$ cat src/rtl/percept_node.sv
// Addressable perceptron node: deserialises a shared one-bit line, decodes 3-byte
// packets for this address, and runs a sequential signed MAC with threshold.
module percept_node #(
  parameter int N       = 4,
  parameter int TIMEOUT = 32
) (
  input  logic               clk,
  input  logic               nRst,
  input  logic               serial_in,
  input  logic [7:0]         address,
  output logic signed [17:0] acc,
  output logic               y,
  output logic               done,
  output logic               busy
);

  // state   | meaning
  // RX_IDLE | waiting for a low start bit
  // RX_BITS | shifting in 8 data bits, LSB first
  // RX_WAIT | byte complete, waiting for the line to return high
  typedef enum logic [1:0] {RX_IDLE, RX_BITS, RX_WAIT} rx_state_t;

  localparam int IW = (N > 1) ? $clog2(N) : 1;
  localparam int TW = $clog2(TIMEOUT + 1);

  rx_state_t         rx_q, rx_d;
  logic [2:0]        bit_cnt_q, bit_cnt_d;
  logic [7:0]        shift_q, shift_d;
  logic              byte_vld_q, byte_vld_d;
  logic [1:0]        pkt_cnt_q, pkt_cnt_d;
  logic              hit_q, hit_d;
  logic [1:0]        op_q, op_d;
  logic [5:0]        idx_q, idx_d;
  logic [TW-1:0]     tmo_q, tmo_d;
  logic signed [7:0] w_q [N];
  logic signed [7:0] w_d [N];
  logic signed [7:0] x_q [N];
  logic signed [7:0] x_d [N];
  logic              busy_q, busy_d;
  logic [IW-1:0]     mac_idx_q, mac_idx_d;
  logic signed [17:0] acc_int_q, acc_int_d;
  logic signed [17:0] acc_q, acc_d;
  logic              y_q, y_d;
  logic              done_q, done_d;

  logic              exec;
  logic              tmo_run;
  logic signed [15:0] prod;
  logic signed [17:0] sum;

  always_comb begin
    rx_d       = rx_q;
    bit_cnt_d  = bit_cnt_q;
    shift_d    = shift_q;
    byte_vld_d = 1'b0;
    case (rx_q)
      RX_IDLE: begin
        if (!serial_in) begin
          rx_d      = RX_BITS;
          bit_cnt_d = 3'd0;
        end
      end
      RX_BITS: begin
        shift_d   = {serial_in, shift_q[7:1]};
        bit_cnt_d = bit_cnt_q + 3'd1;
        if (bit_cnt_q == 3'd7) begin
          rx_d       = RX_WAIT;
          byte_vld_d = 1'b1;
        end
      end
      RX_WAIT: begin
        // a held-low line stays here, so it can never look like a start bit
        if (serial_in) rx_d = RX_IDLE;
      end
      default: rx_d = RX_IDLE;
    endcase
  end

  // Packet framing: timeout is a down-counter that runs only while a packet
  // is partially received and the receiver sits idle.
  always_comb begin
    pkt_cnt_d = pkt_cnt_q;
    hit_d     = hit_q;
    op_d      = op_q;
    idx_d     = idx_q;
    exec      = 1'b0;
    tmo_run   = (rx_q == RX_IDLE) && (pkt_cnt_q != 2'd0);
    tmo_d     = TW'(TIMEOUT);
    if (tmo_run) tmo_d = tmo_q - 1'b1;
    if (byte_vld_q) begin
      case (pkt_cnt_q)
        2'd0: begin
          hit_d     = (shift_q == address);
          pkt_cnt_d = 2'd1;
        end
        2'd1: begin
          op_d      = shift_q[7:6];
          idx_d     = shift_q[5:0];
          pkt_cnt_d = 2'd2;
        end
        default: begin
          exec      = hit_q && !busy_q;
          pkt_cnt_d = 2'd0;
        end
      endcase
    end else if (tmo_run && (tmo_q == TW'(1))) begin
      pkt_cnt_d = 2'd0;
      tmo_d     = TW'(TIMEOUT);
    end
  end

  always_comb begin
    w_d       = w_q;
    x_d       = x_q;
    busy_d    = busy_q;
    mac_idx_d = mac_idx_q;
    acc_int_d = acc_int_q;
    acc_d     = acc_q;
    y_d       = y_q;
    done_d    = 1'b0;
    prod      = 16'(w_q[mac_idx_q]) * 16'(x_q[mac_idx_q]);
    sum       = acc_int_q + 18'(prod);
    if (exec) begin
      case (op_q)
        2'b00: for (int i = 0; i < N; i++) if (idx_q == 6'(i)) w_d[i] = shift_q;
        2'b01: for (int i = 0; i < N; i++) if (idx_q == 6'(i)) x_d[i] = shift_q;
        2'b10: begin
          busy_d    = 1'b1;
          mac_idx_d = '0;
          acc_int_d = {{10{shift_q[7]}}, shift_q};
        end
        default: begin
          for (int i = 0; i < N; i++) begin
            w_d[i] = '0;
            x_d[i] = '0;
          end
        end
      endcase
    end
    if (busy_q) begin
      acc_int_d = sum;
      mac_idx_d = mac_idx_q + 1'b1;
      if (mac_idx_q == IW'(N - 1)) begin
        busy_d = 1'b0;
        acc_d  = sum;
        y_d    = !sum[17] && (sum != '0);
        done_d = 1'b1;
      end
    end
  end

  always_ff @(posedge clk or negedge nRst) begin
    if (!nRst) begin
      rx_q       <= RX_IDLE;
      bit_cnt_q  <= '0;
      shift_q    <= '0;
      byte_vld_q <= 1'b0;
      pkt_cnt_q  <= '0;
      hit_q      <= 1'b0;
      op_q       <= '0;
      idx_q      <= '0;
      tmo_q      <= TW'(TIMEOUT);
      for (int i = 0; i < N; i++) begin
        w_q[i] <= '0;
        x_q[i] <= '0;
      end
      busy_q     <= 1'b0;
      mac_idx_q  <= '0;
      acc_int_q  <= '0;
      acc_q      <= '0;
      y_q        <= 1'b0;
      done_q     <= 1'b0;
    end else begin
      rx_q       <= rx_d;
      bit_cnt_q  <= bit_cnt_d;
      shift_q    <= shift_d;
      byte_vld_q <= byte_vld_d;
      pkt_cnt_q  <= pkt_cnt_d;
      hit_q      <= hit_d;
      op_q       <= op_d;
      idx_q      <= idx_d;
      tmo_q      <= tmo_d;
      w_q        <= w_d;
      x_q        <= x_d;
      busy_q     <= busy_d;
      mac_idx_q  <= mac_idx_d;
      acc_int_q  <= acc_int_d;
      acc_q      <= acc_d;
      y_q        <= y_d;
      done_q     <= done_d;
    end
  end

  assign acc  = acc_q;
  assign y    = y_q;
  assign done = done_q;
  assign busy = busy_q;

endmodule

$ cat config.mk
export PLATFORM = sky130hd
export DESIGN_NAME = percept_node
export DESIGN_NICKNAME = d
export VERILOG_FILES = /design/src/rtl/percept_node.sv
export SDC_FILE = /design/constraint.sdc
export NUM_CORES = 1
export LEC_CHECK = 0
export ABC_CLOCK_PERIOD_IN_PS = 13300
export CORE_ASPECT_RATIO = 1.5
export CORE_MARGIN = 1
export CORE_UTILIZATION = 55
export DETAILED_ROUTE_END_ITERATION = 7
export HOLD_SLACK_MARGIN = 0.06
export PLACE_DENSITY_LB_ADDON = 0.25
export SLEW_MARGIN = 15
export SYNTH_ARGS = -nofsm -noshare
export SYNTH_HDL_FRONTEND = slang
export SYNTH_SLANG_ARGS = --single-unit
export TNS_END_PERCENT = 50
$ cat constraint.sdc
create_clock -name clk -period 13.3 [get_ports clk]
set_input_delay 1.33 -clock clk [delete_from_list [all_inputs] [get_ports clk]]
set_output_delay 1.33 -clock clk [all_outputs]
set_load 0.1 [all_outputs]
# Word-level counts from Yosys, hierarchy flattened
# Cells that the tools add are included.
op_classes:
  addsub: 4
  mul: 1
  n_lt_le_gt_ge: 1
  n_eq_ne: 23
  n_mux: 40
  bitwise_logic: 3
  n_reduce_logical: 33
ops:
  columns: ["operator", "n"]
  rows:
  - ["$pmux 32 s2", 2]
  - ["$mux 8", 8]
  - ["$mux 18", 3]
  - ["$bmux 8 s2", 2]
  - ["$reduce_and 3->1", 9]
  - ["$ne 2x2->1 const B", 11]
  - ["$add 18x16->18", 1]
  - ["$mux 6", 3]
  - ["$reduce_bool 18->1", 1]
  - ["$mul 8x8->16", 1]
  - ["$mux 2", 8]
  - ["$eq 6x1->1 const B", 2]
  - ["$eq 6x2->1 const B", 2]
  - ["$mux 1", 10]
  - ["$reduce_and 2->1", 5]
  - ["$reduce_bool 2->1", 5]
  - ["$eq 8x8->1", 1]
  - ["$eq 2x1->1 const B", 3]
  - ["$eq 2x2->1 const B", 3]
  - ["$logic_not 2->1", 3]
  - ["$logic_not 6->1", 1]
  - ["$pmux 2 s3", 1]
  - ["$pmux 3 s2", 1]
  - ["$reduce_or 2->1", 3]
  - ["other kinds (11)", 16]
totals:
  reg_bits: 136
  in_bits: 11
  output_inout_bits: 21
  elab_cells: 128

# Depth between registers and ports, before layout
# Gate-level depths: netlist (run 1).
logic_depth:
  ltp_word: 8
  depth_mapped: 22
  mapped_depth_nobuf: 20

# Least setup slack after synthesis (run 1)
# Ideal clock, no wire load.
synth_timing:
  path_kind: "reg2reg"
  start: "register mac_idx_q[0]"
  end: "register y_q (netlist: y)"
  setup_ps: 129
  arrival_time_ps: 6391
  required_ps: 13171
  slack_ps: 6779
  path_stages_with_launch: 18
  period_less_slack_ps: 6521
  path_cell_list: "dfrtp_1 buf_2 clkbuf_1 mux4_2 and2_1 fa_1 inv_1 fa_1 inv_1 fa_1 fa_1 fa_1 ha_1 xnor2_1 or4_1 or4_1 or4_1 o41a_1"
synth_between:
  elab_chain_cells: 8
synth_lines:
  columns: ["item", "line_no", "source"]
  rows:
  - ["start, declared", "40", "logic [IW-1:0] mac_idx_q, mac_idx_d;"]
  - ["start signal, assigned", "186", "mac_idx_q <= mac_idx_d;"]
  - ["$not 2->3 (not written as such)", "121", "prod = 16'(w_q[mac_idx_q]) * 16'(x_q[mac_idx_q]);"]
  - ["$bmux 8 s2", "121", null]
  - ["$mux 8 (not written as such) (2 in a row)", "121", null]
  - ["$mul 8x8->16", "121", null]
  - ["$add 18x16->18", "122", "sum = acc_int_q + 18'(prod);"]
  - ["$reduce_bool 18->1 or $logic_not 1->1 (tied branches)", "146", "y_d = !sum[17] && (sum != '0);"]
  - ["$logic_and 1x1->1", "146", null]
  - ["end signal, assigned", "189", "y_q <= y_d;"]
  - ["end, declared", "43", "logic y_q, y_d;"]
# Parallel ways exist; a longest one is shown, timed or not. The select of a mux whose other input is x is not followed.
# A chain may end at the register's enable or synchronous reset.

# Final worst setup path (run 1)
layout_timing:
  start: "register mac_idx_q[1]"
  end: "register y_q (netlist: y)"
# The elaborated chain is that of the path after synthesis.

==> results.md, run 1 <==
- CTS H-tree lvls: 4
- Post-synthesis cell area: 9081 µm²
- Worst EP required: roughly 14 ns
- Die Wd: 106.9 µm
- First-pass GRT wire length: 34250 µm
- EDFF count, synth: 0
- Port bufs: 31
- Clock Sinks: 136
- Pwr per Cell Area: 115.6 nW/µm²
- Slew Limit Fails: 0
- Site Rows: 57
- Layout cell share with drive strength beyond 1: 0.07561
- Actual slew at the worst max-slew pin: 1.118 ns
- Synth Instances: 906
- Die span in y: approximately 160 µm
- Final hold violations: 0
- Skew-Pair Late Insertion Delay: 0.43 ns
- Post-synthesis sequential area ratio: 0.3749
- Worst vdd ir: ~110 µV
- DR iter-0 viols: between 200 and 300
- Nets@finish: approximately 1100
- Core footprint: approximately 16000 µm²
- DRC errors left: 0
- Post-synth top flop: dfrtp_1
- Final Skew: 0.01405 ns
- Period minus WS final: 6.807 ns
- GR Overflow Total: 0
- CTS max path bufs: 2
- Arrival @ worst endpoint: between 7 and 8 ns
- Final worst-path cycle share: 0.5118
- TritonRoute pass-1 iters: 6
- Most frequent cells in the layout: 175 x nand2_1, 135 x dfrtp_1, 126 x inv_1, 80 x fa_1, 74 x o21ai_0
- TritonCTS clock tree: built
- Area growth syn-to-layout: 11.86%
- # IOs: 32
- Critical path class: flop to flop
- P_leak: approximately 5.1 nW
- CTS root buffer: clkbuf_16
- Crit path capture type: flop
- Synthesis Warnings: 0
- Hold_buf cts: 0
- Largest net degree at the start of global routing: between 80 and 90
- Final Util: 0.6275
- Post_cts resized: 0
- TritonCTS Buffers: 17
- Net Count, Synth: about 1000
- # diodes: 0
- Routed Antenna Nets: 0
- Worst Path Max Fanout: 19
- Post-CTS Setup Inserts: 0
- Worst hold path type: flop to flop
- Ys async rst share: 1.000
- Fmax: 0.1469 GHz
- Clk pin slew, worst setup/hold paths: 0.06 ns
- Setup-failing EPs final: 0
- Most common cell after layout, fill and taps aside: nand2_1
- Via count: 6335
- Status: complete, no violations
- TNS Setup: 0 ns
- Syn avg cell area: 10.02 µm²
- Register bit total from synthesis: 136
- Startpoint types: flop
- Final HPWL DP: ~15000 µm
- Vias in the first global route: 6827
- Initial antenna violation count: 0
- Netlist cell types: 54
- Max-cap violation count: 0
- Vias/cell: 5.533
- Die area: 17040 µm²
- RSZ-0062 raised after global routing: no
- Total global routing track utilization: 0.2643
- Gpl congestion: 0.8743
- Per-cell routed wire length: roughly 18 µm
- Rel. slew slack: 0.2530
- Starting Density: 0.5609
- Total wire length: 20170 µm
## cell families after synthesis
logic type,Yosys count,synth area share
flip-flops,136,0.3749
buffers and inverters,160,0.06641
AND/OR/NAND/NOR,284,0.1372
XOR/XNOR,32,0.03086
adder cells (fa/ha/maj),130,0.2452
multiplexers,28,0.05318
AO/OA/AOI/OAI,136,0.09218
## path summary, 6_finish.rpt
kind,from,to,slack (ns),cells past startpoint
worst min-delay path,acc[0]$_DFFE_PN0P_,acc[0]$_DFFE_PN0P_,0.47,2
worst max-delay path,mac_idx_q[1]$_DFFE_PN0P_,y$_DFFE_PN0P_,6.49,16
max in group asynchronous,nRst,acc_int_q[17]$_DFFE_PN0P_,11.33,2
worst max register to register,mac_idx_q[1]$_DFFE_PN0P_,y$_DFFE_PN0P_,6.49,16
worst min register to register,acc[0]$_DFFE_PN0P_,acc[0]$_DFFE_PN0P_,0.47,2
min in group asynchronous,nRst,w_q[10]$_DFFE_PN0P_,0.85,1
## critical path, cell delays in order (launching register included)
cell and delay, ns:
dfrtp_1 0.86, mux4_2 0.45, and2_1 0.59, inv_1 0.12, fa_1 0.50, inv_1 0.05
fa_1 0.48, fa_1 0.58, fa_1 0.44, fa_1 0.47, ha_1 0.36, nand3_1 0.10
o2111ai_1 0.29, xor2_1 0.15, or4_1 0.53, or4_1 0.40, o41a_1 0.31
## state kept, by name, summed over array words and instances (netlist names)
signal / cells
mac_idx_q: 2
bit_cnt_q: 3
w_q: 32
hit_q: 1
busy: 1
done: 1
acc_int_q: 18
shift_q: 8
op_q: 2
x_q: 32
y: 1
rx_q: 2
byte_vld_q: 1
acc: 18
pkt_cnt_q: 2
idx_q: 6
tmo_q: 6
## through the flow
step / hold WS, ns / total power, W / cell area (µm²) / setup WS, ns / cells
after CTS: 0.4795 / 0.001184 / 10150 / 6.426 / 1145
after global placement: 0.4565 / 0.0006908 / 9547 / 6.532 / 1113
after global routing: 0.4949 / 0.001228 / 10160 / 6.059 / 1145
after floorplan: 0.4444 / 0.0006341 / 9081 / 6.779 / 906
final: 0.4742 / 0.001174 / 10160 / 6.493 / 1145
after detailed placement: 0.4641 / 0.0006974 / 9547 / 6.425 / 1113
## cell usage after synthesis (3+ instances only)
library cell    n  area share
a21oi_1        13      0.0072
or4_1           4      0.0033
mux4_2         15       0.037
ha_1           50       0.069
mux2_2         12       0.015
o21ai_0        74       0.041
inv_1         126       0.052
fa_1           80        0.18
o22ai_1         6      0.0041
nor3_1          3      0.0017
or3_1           3      0.0021
nand3_1        22       0.012
nor2_1         28       0.012
clkbuf_1       29       0.012
xnor2_1        26       0.025
a21o_1          5      0.0041
o21bai_1        4      0.0033
a221o_1        10       0.011
dfrtp_1       135        0.37
nand2_1       175       0.072
or2_2           4      0.0028
and2_1         34       0.023
xor2_1          6      0.0058
nand4_1         3      0.0021
## report_power, final
group / switching (W) / internal, W
clock: 0.000180 / 0.000305
sequential: 0.0000666 / 0.000453
combinational: 0.0000993 / 0.0000702
total: 0.000346 / 0.000828
## layout make-up
type | instances | area, µm²
sequential | 136 | 3405
timing repair buffer | 34 | 337.8
multi-input combinational | 610 | 5074
fill | 1294 | 6031
inverter | 127 | 476.7
clock inverter | 11 | 147.6
tap | 206 | 257.7
clock buffer | 21 | 460.4
## per-layer routing
| layer | routed length (µm) | up-vias | GRT usage |
|---|---|---|---|
| met4 | 851 | 0 | 0.1276 |
| met3 | 566 | 49 | 0.04585 |
| met5 | 0 | - | 0 |
| met2 | 10890 | 118 | 0.4674 |
| met1 | 7858 | 3197 | 0.3061 |
| li1 | - | 2971 | - |
Power figures use the tool's default switching activity.
==> run 2, diff against run 1 <==
--- a/config.mk
+++ b/config.mk
@@ -5,7 +5,7 @@
 export SDC_FILE = /design/constraint.sdc
 export NUM_CORES = 1
 export LEC_CHECK = 0
-export ABC_CLOCK_PERIOD_IN_PS = 13300
+export ABC_CLOCK_PERIOD_IN_PS = 6300
 export CORE_ASPECT_RATIO = 1.5
 export CORE_MARGIN = 1
 export CORE_UTILIZATION = 55
==> constraint.sdc (replaced) <==
create_clock -name clk -period 6.3 [get_ports clk]
set_input_delay 0.63 -clock clk [delete_from_list [all_inputs] [get_ports clk]]
set_output_delay 0.63 -clock clk [all_outputs]
set_load 0.1 [all_outputs]
==> run 2 against run 1 <==
Effect of this change: core utilization up 1.5 points; worst setup slack worse by 6.3 ns; first-iteration DRC count down 27%; design area up 2.4%; critical path depth up 1; clock power up 110%; power up 110%; non-clock buffer count up 23; global-route usage up 0.33 points; maximum frequency up 11%; final cell count up 2.0%; die area unchanged; critical endpoint unchanged; largest power group unchanged.
==> results.md, run 2 (synthesized netlist as in run 1, its figures left out) <==
- First-pass GRT wire length: 34770 µm (was 34250 µm)
- Site Rows: 57 (unchanged)
- Area growth syn-to-layout: 14.58% (was 11.86%)
- CTS H-tree lvls: 4 (unchanged)
- Total global routing track utilization: 0.2676 (was 0.2643)
- Routed Antenna Nets: 0 (unchanged)
- Most frequent cells in the layout: 175 x nand2_1, 135 x dfrtp_1, 126 x inv_1, 79 x fa_1, 73 x o21ai_0 (was 175 x nand2_1, 135 x dfrtp_1, 126 x inv_1, 80 x fa_1, 74 x o21ai_0)
- Initial antenna violation count: 0 (unchanged)
- Final Skew: 0.01471 ns (was 0.01405 ns)
- Status: complete, no violations (unchanged)
- Hold_buf cts: 0 (unchanged)
- Cell Chain, Critical Path: buf_12, mux4_2, and2_1, fa_1, inv_1, fa_1, inv_1, fa_1, fa_1, fa_1, ha_4, nand3_1, o2111ai_2, xor2_1, or4_1, or4_1, o41a_1 (was mux4_2, and2_1, inv_1, fa_1, inv_1, fa_1, fa_1, fa_1, fa_1, ha_1, nand3_1, o2111ai_1, xor2_1, or4_1, or4_1, o41a_1)
- Final HPWL DP: 15690 µm (was 15210 µm)
- Die area: 17040 µm² (unchanged)
- TNS Setup: 0 ns (unchanged)
- Starting Density: 0.5609 (unchanged)
- DR iter-0 viols: 197 (was 271)
- Setup-failing EPs final: 0 (unchanged)
- Largest regs: w_q x32, x_q x32 (unchanged)
- RSZ-0062 raised after global routing: no (unchanged)
- CTS root buffer: clkbuf_16 (unchanged)
- # diodes: 0 (unchanged)
- Most Frequent Cell on Critical Path: fa_1 (unchanged)
- Actual slew at the worst max-slew pin: 1.071 ns (was 1.118 ns)
- Max-cap violation count: 0 (unchanged)
- Clock Sinks: 136 (unchanged)
- # IOs: 32 (unchanged)
- Nets@finish: 1090 (was 1067)
- Clk pin slew, worst setup/hold paths: 0.08 ns (was 0.06 ns)
- Total wire length: 20710 µm (was 20170 µm)
- P_leak: 5.204 nW (was 5.092 nW)
- Worst Path Max Fanout: 12 (was 19)
- CTS max path bufs: 2 (unchanged)
- TritonRoute pass-1 iters: 5 (was 6)
- Wire length on met2: 11330 µm (was 10890 µm)
- Most common cell after layout, fill and taps aside: nand2_1 (unchanged)
- DRC errors left: 0 (unchanged)
- Slowest cell delay on critical path: 0.62 ns (was 0.86 ns)
- Via count: 6396 (was 6335)
- Largest net degree at the start of global routing: 72 (was 84)
- Final hold violations: 0 (unchanged)
- Die span in y: 159.4 µm (unchanged)
- Reg2Reg Setup Slack: 0.15 ns (was 6.49 ns)
- Top Layer Used: met4 (unchanged)
- Final Util: 0.6427 (was 0.6275)
- Fmax: 0.1626 GHz (was 0.1469 GHz)
- Final worst-path cycle share: 0.9762 (was 0.5118)
- TritonCTS clock tree: built (unchanged)
- Wl on met1: 7867 µm (was 7858 µm)
- Pwr per Cell Area: 237.8 nW/µm² (was 115.6 nW/µm²)
- TritonCTS Buffers: 17 (unchanged)
- Core footprint: 16190 µm² (unchanged)
- Crit path capture type: flop (unchanged)
- Arrival @ worst endpoint: 6.46 ns (was 7.12 ns)
- GR Overflow Total: 0 (unchanged)
- Top Family by Delay on Critical Path: adder cells (unchanged)
- Worst hold path type: input port to asynchronous set/reset pin (was flop to flop)
- Startpoint types: flop (unchanged)
- Skew-Pair Late Insertion Delay: 0.43 ns (about the same)
- Slew Limit Fails: 0 (unchanged)
- Period minus WS final: 6.150 ns (was 6.807 ns)
- Port bufs: 31 (unchanged)
- Vias in the first global route: 7063 (was 6827)
- Vias/cell: 5.476 (was 5.533)
- Die Wd: 106.9 µm (unchanged)
- Per-cell routed wire length: 17.73 µm (was 17.61 µm)
- Worst EP required: 6.61 ns (was 13.61 ns)
- Layout cell share with drive strength beyond 1: 0.1071 (was 0.07561)
- Gpl congestion: 0.8196 (was 0.8743)
- DR WL met3: 597 µm (was 566 µm)
- Critical path class: flop to flop (unchanged)
- Slowest CP cell: mux4_2 (was dfrtp_1)
- Rel. slew slack: 0.2859 (was 0.2530)
- Worst vdd ir: 265.1 µV (was 108.4 µV)
- Buf/Inv on CP: 3 (was 2)
run 2: changes by cell type in the layout (fill, tap and decap cells not counted), moves of 2 or more:
| cell | previous run | this run |
|---|---|---|
| clkbuf_8 | 2 | 0 |
| ha_1 | 50 | 48 |
| clkbuf_1 | 2 | 0 |
| inv_8 | 0 | 6 |
| ha_4 | 0 | 2 |
| buf_12 | 0 | 2 |
| clkinvlp_4 | 1 | 3 |
| clkinv_2 | 3 | 0 |
| clkinv_8 | 0 | 2 |
| buf_4 | 2 | 23 |
| inv_6 | 1 | 3 |
| bufinv_16 | 3 | 1 |
| clkinv_4 | 3 | 0 |
run 2: worst paths after layout:
path / endpoint / depth (start not counted) / start
max: y$_DFFE_PN0P_ / 17 / mac_idx_q[0]$_DFFE_PN0P_
min: tmo_q[4]$_DFF_PN0_ / 1 / nRst
max reg2reg: y$_DFFE_PN0P_ / 17 / mac_idx_q[0]$_DFFE_PN0P_
min reg2reg: w_q[10]$_DFFE_PN0P_ / 2 / w_q[10]$_DFFE_PN0P_
max in group asynchronous: acc_int_q[13]$_DFFE_PN0P_ / 2 / nRst
min in group clk: w_q[10]$_DFFE_PN0P_ / 2 / w_q[10]$_DFFE_PN0P_
run 2: cell type report:
class | count | area (µm²)
repair buffers | 57 | 539.3
clock inverters | 15 | 178.9
fillers | 1289 | 5784
well taps | 206 | 257.7
flip-flops and latches | 136 | 3405
inverters | 127 | 476.7
multi-input cells | 610 | 5122
clock buffers | 17 | 425.4
run 2: timing repair:
item                                    4_1_cts  5_1_grt
gates resized for setup                       0       10
endpoints found under the hold margin         0        0
setup buffers                                 0        2
endpoints found under the setup margin        0        3
run 2: metal layers:
layer  vias to the layer above  GRT usage
met5                         -          0
met4                         0     0.1227
met3                        47    0.04707
met2                       134     0.4856
met1                      3191     0.3008
li1                       3024          -
run 2: stage by stage:
stage	power, W	instance area [µm²]	hold slack [ns]	cells	setup WS (ns)
2_1_floorplan	0.001339	9085	0.3344	906	0.02170
3_3_place_gp	0.001463	9729	0.4559	1134	0.1762
3_5_place_dp	0.001475	9729	0.4648	1134	0.03560
4_1_cts	0.002492	10330	0.2297	1166	0.01277
5_1_grt	0.002585	10410	0.2483	1168	0.008425
6_report	0.002474	10410	0.2219	1168	0.1496
run 2: report_power, final:
part	internal (W)	switching [W]
Clock	0.000569	0.000446
Sequential	0.000955	0.000142
Combinational	0.000150	0.000213
Total	0.00167	0.000801
==> run 3, diff against run 2 <==
--- a/config.mk
+++ b/config.mk
@@ -5,7 +5,7 @@
 export SDC_FILE = /design/constraint.sdc
 export NUM_CORES = 1
 export LEC_CHECK = 0
-export ABC_CLOCK_PERIOD_IN_PS = 6300
+export ABC_CLOCK_PERIOD_IN_PS = 7850
 export CORE_ASPECT_RATIO = 1.5
 export CORE_MARGIN = 1
 export CORE_UTILIZATION = 55
==> constraint.sdc (replaced) <==
create_clock -name clk -period 7.85 [get_ports clk]
set_input_delay 0.785 -clock clk [delete_from_list [all_inputs] [get_ports clk]]
set_output_delay 0.785 -clock clk [all_outputs]
set_load 0.1 [all_outputs]
==> run 3 against run 2 <==
Effect of this change: maximum frequency is 10% lower; final cell count is 1.8% lower; wire length is 1.9% lower; worst setup slack better by 0.85 ns; worst hold slack better by 0.12 ns; critical path type unchanged.
==> results.md, run 3 (synthesized netlist as in run 1, its figures left out) <==
- Nets@finish: 1069 (was 1090)
- TritonCTS Buffers: 17 (unchanged)
- Largest net degree at the start of global routing: 75 (was 72)
- Slowest CP cell: dfrtp_1 (was mux4_2)
- Vias in the first global route: 6730 (was 7063)
- Core footprint: 16190 µm² (unchanged)
- Slew Limit Fails: 0 (unchanged)
- Slowest cell delay on critical path: 0.80 ns (was 0.62 ns)
- Die Wd: 106.9 µm (unchanged)
- Starting Density: 0.5609 (unchanged)
- CTS max path bufs: 2 (unchanged)
- Cell Chain, Critical Path: buf_4, mux2_2, o21ai_1, or2_2, fa_1, fa_1, inv_1, fa_1, fa_1, fa_1, ha_1, nand3_1, o2111ai_1, xor2_1, or4_1, or4_1, o41a_1 (was buf_12, mux4_2, and2_1, fa_1, inv_1, fa_1, inv_1, fa_1, fa_1, fa_1, ha_4, nand3_1, o2111ai_2, xor2_1, or4_1, or4_1, o41a_1)
- Most Frequent Cell on Critical Path: fa_1 (unchanged)
- Max-cap violation count: 0 (unchanged)
- Largest regs: w_q x32, x_q x32 (unchanged)
- Total wire length: 20320 µm (was 20710 µm)
- Worst vdd ir: 227.7 µV (was 265.1 µV)
- Reg2Reg Setup Slack: 1.00 ns (was 0.15 ns)
- Gpl congestion: 0.8687 (was 0.8196)
- # IOs: 32 (unchanged)
- CTS root buffer: clkbuf_16 (unchanged)
- Final Skew: 0.008692 ns (was 0.01471 ns)
- DRC errors left: 0 (unchanged)
- Final hold violations: 0 (unchanged)
- Fmax: 0.1460 GHz (was 0.1626 GHz)
- Pwr per Cell Area: 192.4 nW/µm² (was 237.8 nW/µm²)
- Buf/Inv on CP: 2 (was 3)
- Crit Reg-Reg Endpoint: y$_DFFE_PN0P_ (unchanged)
- Die span in y: 159.4 µm (unchanged)
- CTS H-tree lvls: 4 (unchanged)
- Site Rows: 57 (unchanged)
- Most common cell after layout, fill and taps aside: nand2_1 (unchanged)
- # diodes: 0 (unchanged)
- Actual slew at the worst max-slew pin: 1.092 ns (was 1.071 ns)
- Clock Sinks: 136 (unchanged)
- R2R cell count: 17 (unchanged)
- Startpoint types: flop (unchanged)
- Register area: 3405 µm² (unchanged)
- TritonCTS clock tree: built (unchanged)
- Period minus WS final: 6.849 ns (was 6.150 ns)
- Status: complete, no violations (unchanged)
- Worst hold path type: input port to asynchronous set/reset pin (unchanged)
- Rel. slew slack: 0.2706 (was 0.2859)
- Final Non-Filler Cells: 1147 (was 1168)
- Final HPWL DP: 15260 µm (was 15690 µm)
- Per-cell routed wire length: 17.71 µm (was 17.73 µm)
- Hold_buf cts: 0 (unchanged)
- Setup-failing EPs final: 0 (unchanged)
- Worst Path Max Fanout: 13 (was 12)
- First-pass GRT wire length: 33780 µm (was 34770 µm)
- Initial antenna violation count: 0 (unchanged)
- GR Overflow Total: 0 (unchanged)
- Top Family by Delay on Critical Path: adder cells (unchanged)
- Layout cell share with drive strength beyond 1: 0.07758 (was 0.1071)
- Final worst-path cycle share: 0.8725 (was 0.9762)
- P_leak: 5.089 nW (was 5.204 nW)
- # placed instances: 1115 (was 1134)
- Port bufs: 31 (unchanged)
- Via count: 6317 (was 6396)
- TNS Setup: 0 ns (unchanged)
- Vias/cell: 5.507 (was 5.476)
- Skew-Pair Late Insertion Delay: 0.42 ns (was 0.43 ns)
- Multi-input logic area: 5074 µm² (was 5122 µm²)
- Critical path class: flop to flop (unchanged)
- Hold WS: 0.3428 ns (was 0.2219 ns)
- Worst EP required: 8.15 ns (was 6.61 ns)
- Routed Antenna Nets: 0 (unchanged)
- Clk pin slew, worst setup/hold paths: 0.06 ns (was 0.08 ns)
- Most frequent cells in the layout: 175 x nand2_1, 135 x dfrtp_1, 126 x inv_1, 80 x fa_1, 74 x o21ai_0 (was 175 x nand2_1, 135 x dfrtp_1, 126 x inv_1, 79 x fa_1, 73 x o21ai_0)
- Total global routing track utilization: 0.2622 (was 0.2676)
- TritonRoute pass-1 iters: 5 (unchanged)
- Crit path capture type: flop (unchanged)
- Area growth syn-to-layout: 11.70% (was 14.58%)
- Post-CTS Setup Inserts: 0 (unchanged)
- Reg-to-Reg Start: mac_idx_q[0]$_DFFE_PN0P_ (unchanged)
- Fill cells: 1316 (was 1289)
- Arrival @ worst endpoint: 7.15 ns (was 6.46 ns)
- RSZ-0062 raised after global routing: no (unchanged)
- Post_cts resized: 0 (unchanged)
- DR iter-0 viols: 351 (was 197)
- Die area: 17040 µm² (unchanged)
-- run 3: changes by cell type in the layout (fill, tap and decap cells not counted), moves of 3 or more --
cell,previous run,this run
buf_4,23,5
clkinv_4,0,7
inv_8,6,0
clkinvlp_4,3,0
-- run 3: cell type report --
type / instances / share of cell area
Clock buffer: 19 / 0.04268
Clock inverter: 13 / 0.01468
Inverter: 127 / 0.04700
Multi-Input combinational cell: 610 / 0.5002
Sequential cell: 136 / 0.3356
Tap cell: 206 / 0.02541
Timing Repair Buffer: 36 / 0.03441
-- run 3: layer usage --
layer	share of wire	vias to the layer above	global-route usage	routed length, µm
li1	-	2972	-	-
met1	0.39	3165	0.3093	7999
met2	0.54	136	0.4619	10920
met3	0.031	44	0.04503	628
met4	0.038	0	0.1189	774
met5	0	-	0	0
-- run 3: worst register-to-register path, cell delays in order, from the launching register on --
cell and delay, ns:
dfrtp_1 0.80, buf_4 0.32, mux2_2 0.35, o21ai_1 0.48
or2_2 0.23, fa_1 0.43, fa_1 0.49, inv_1 0.05
fa_1 0.51, fa_1 0.44, fa_1 0.47, ha_1 0.36
nand3_1 0.09, o2111ai_1 0.30, xor2_1 0.16, or4_1 0.53
or4_1 0.42, o41a_1 0.31
-- run 3: worst max-delay path by stage --
stage,start,slack (ns),to,cells after the start
global placement,mac_idx_q[0]$_DFFE_PN0P_,1.11,y$_DFFE_PN0P_,16
floorplan,mac_idx_q[0]$_DFFE_PN0P_,1.33,y$_DFFE_PN0P_,17
finish,mac_idx_q[0]$_DFFE_PN0P_,1.00,y$_DFFE_PN0P_,17
CTS,mac_idx_q[0]$_DFFE_PN0P_,0.97,y$_DFFE_PN0P_,16
global route,mac_idx_q[0]$_DFFE_PN0P_,0.62,y$_DFFE_PN0P_,17
detailed placement,mac_idx_q[0]$_DFFE_PN0P_,0.97,y$_DFFE_PN0P_,17
-- run 3: stage by stage --
step / instance area [µm²] / total power [W] / utilization / setup WS [ns]
2_1_floorplan: 9081 / 0.001074 / - / 1.329
3_3_place_gp: 9562 / 0.001173 / 0.5906 / 1.108
3_5_place_dp: 9562 / 0.001183 / 0.5906 / 0.9722
4_1_cts: 10140 / 0.001964 / 0.6266 / 0.9695
5_1_grt: 10140 / 0.002035 / 0.6266 / 0.6240
6_report: 10140 / 0.001952 / 0.6266 / 1.001
-- run 3: report_power, final --
part | internal (W) | switching, W | leakage, nW
Combinational | 0.000118 | 0.000168 | 2.94
Clock | 0.000471 | 0.000310 | 0.286
Sequential | 0.000767 | 0.000118 | 1.86
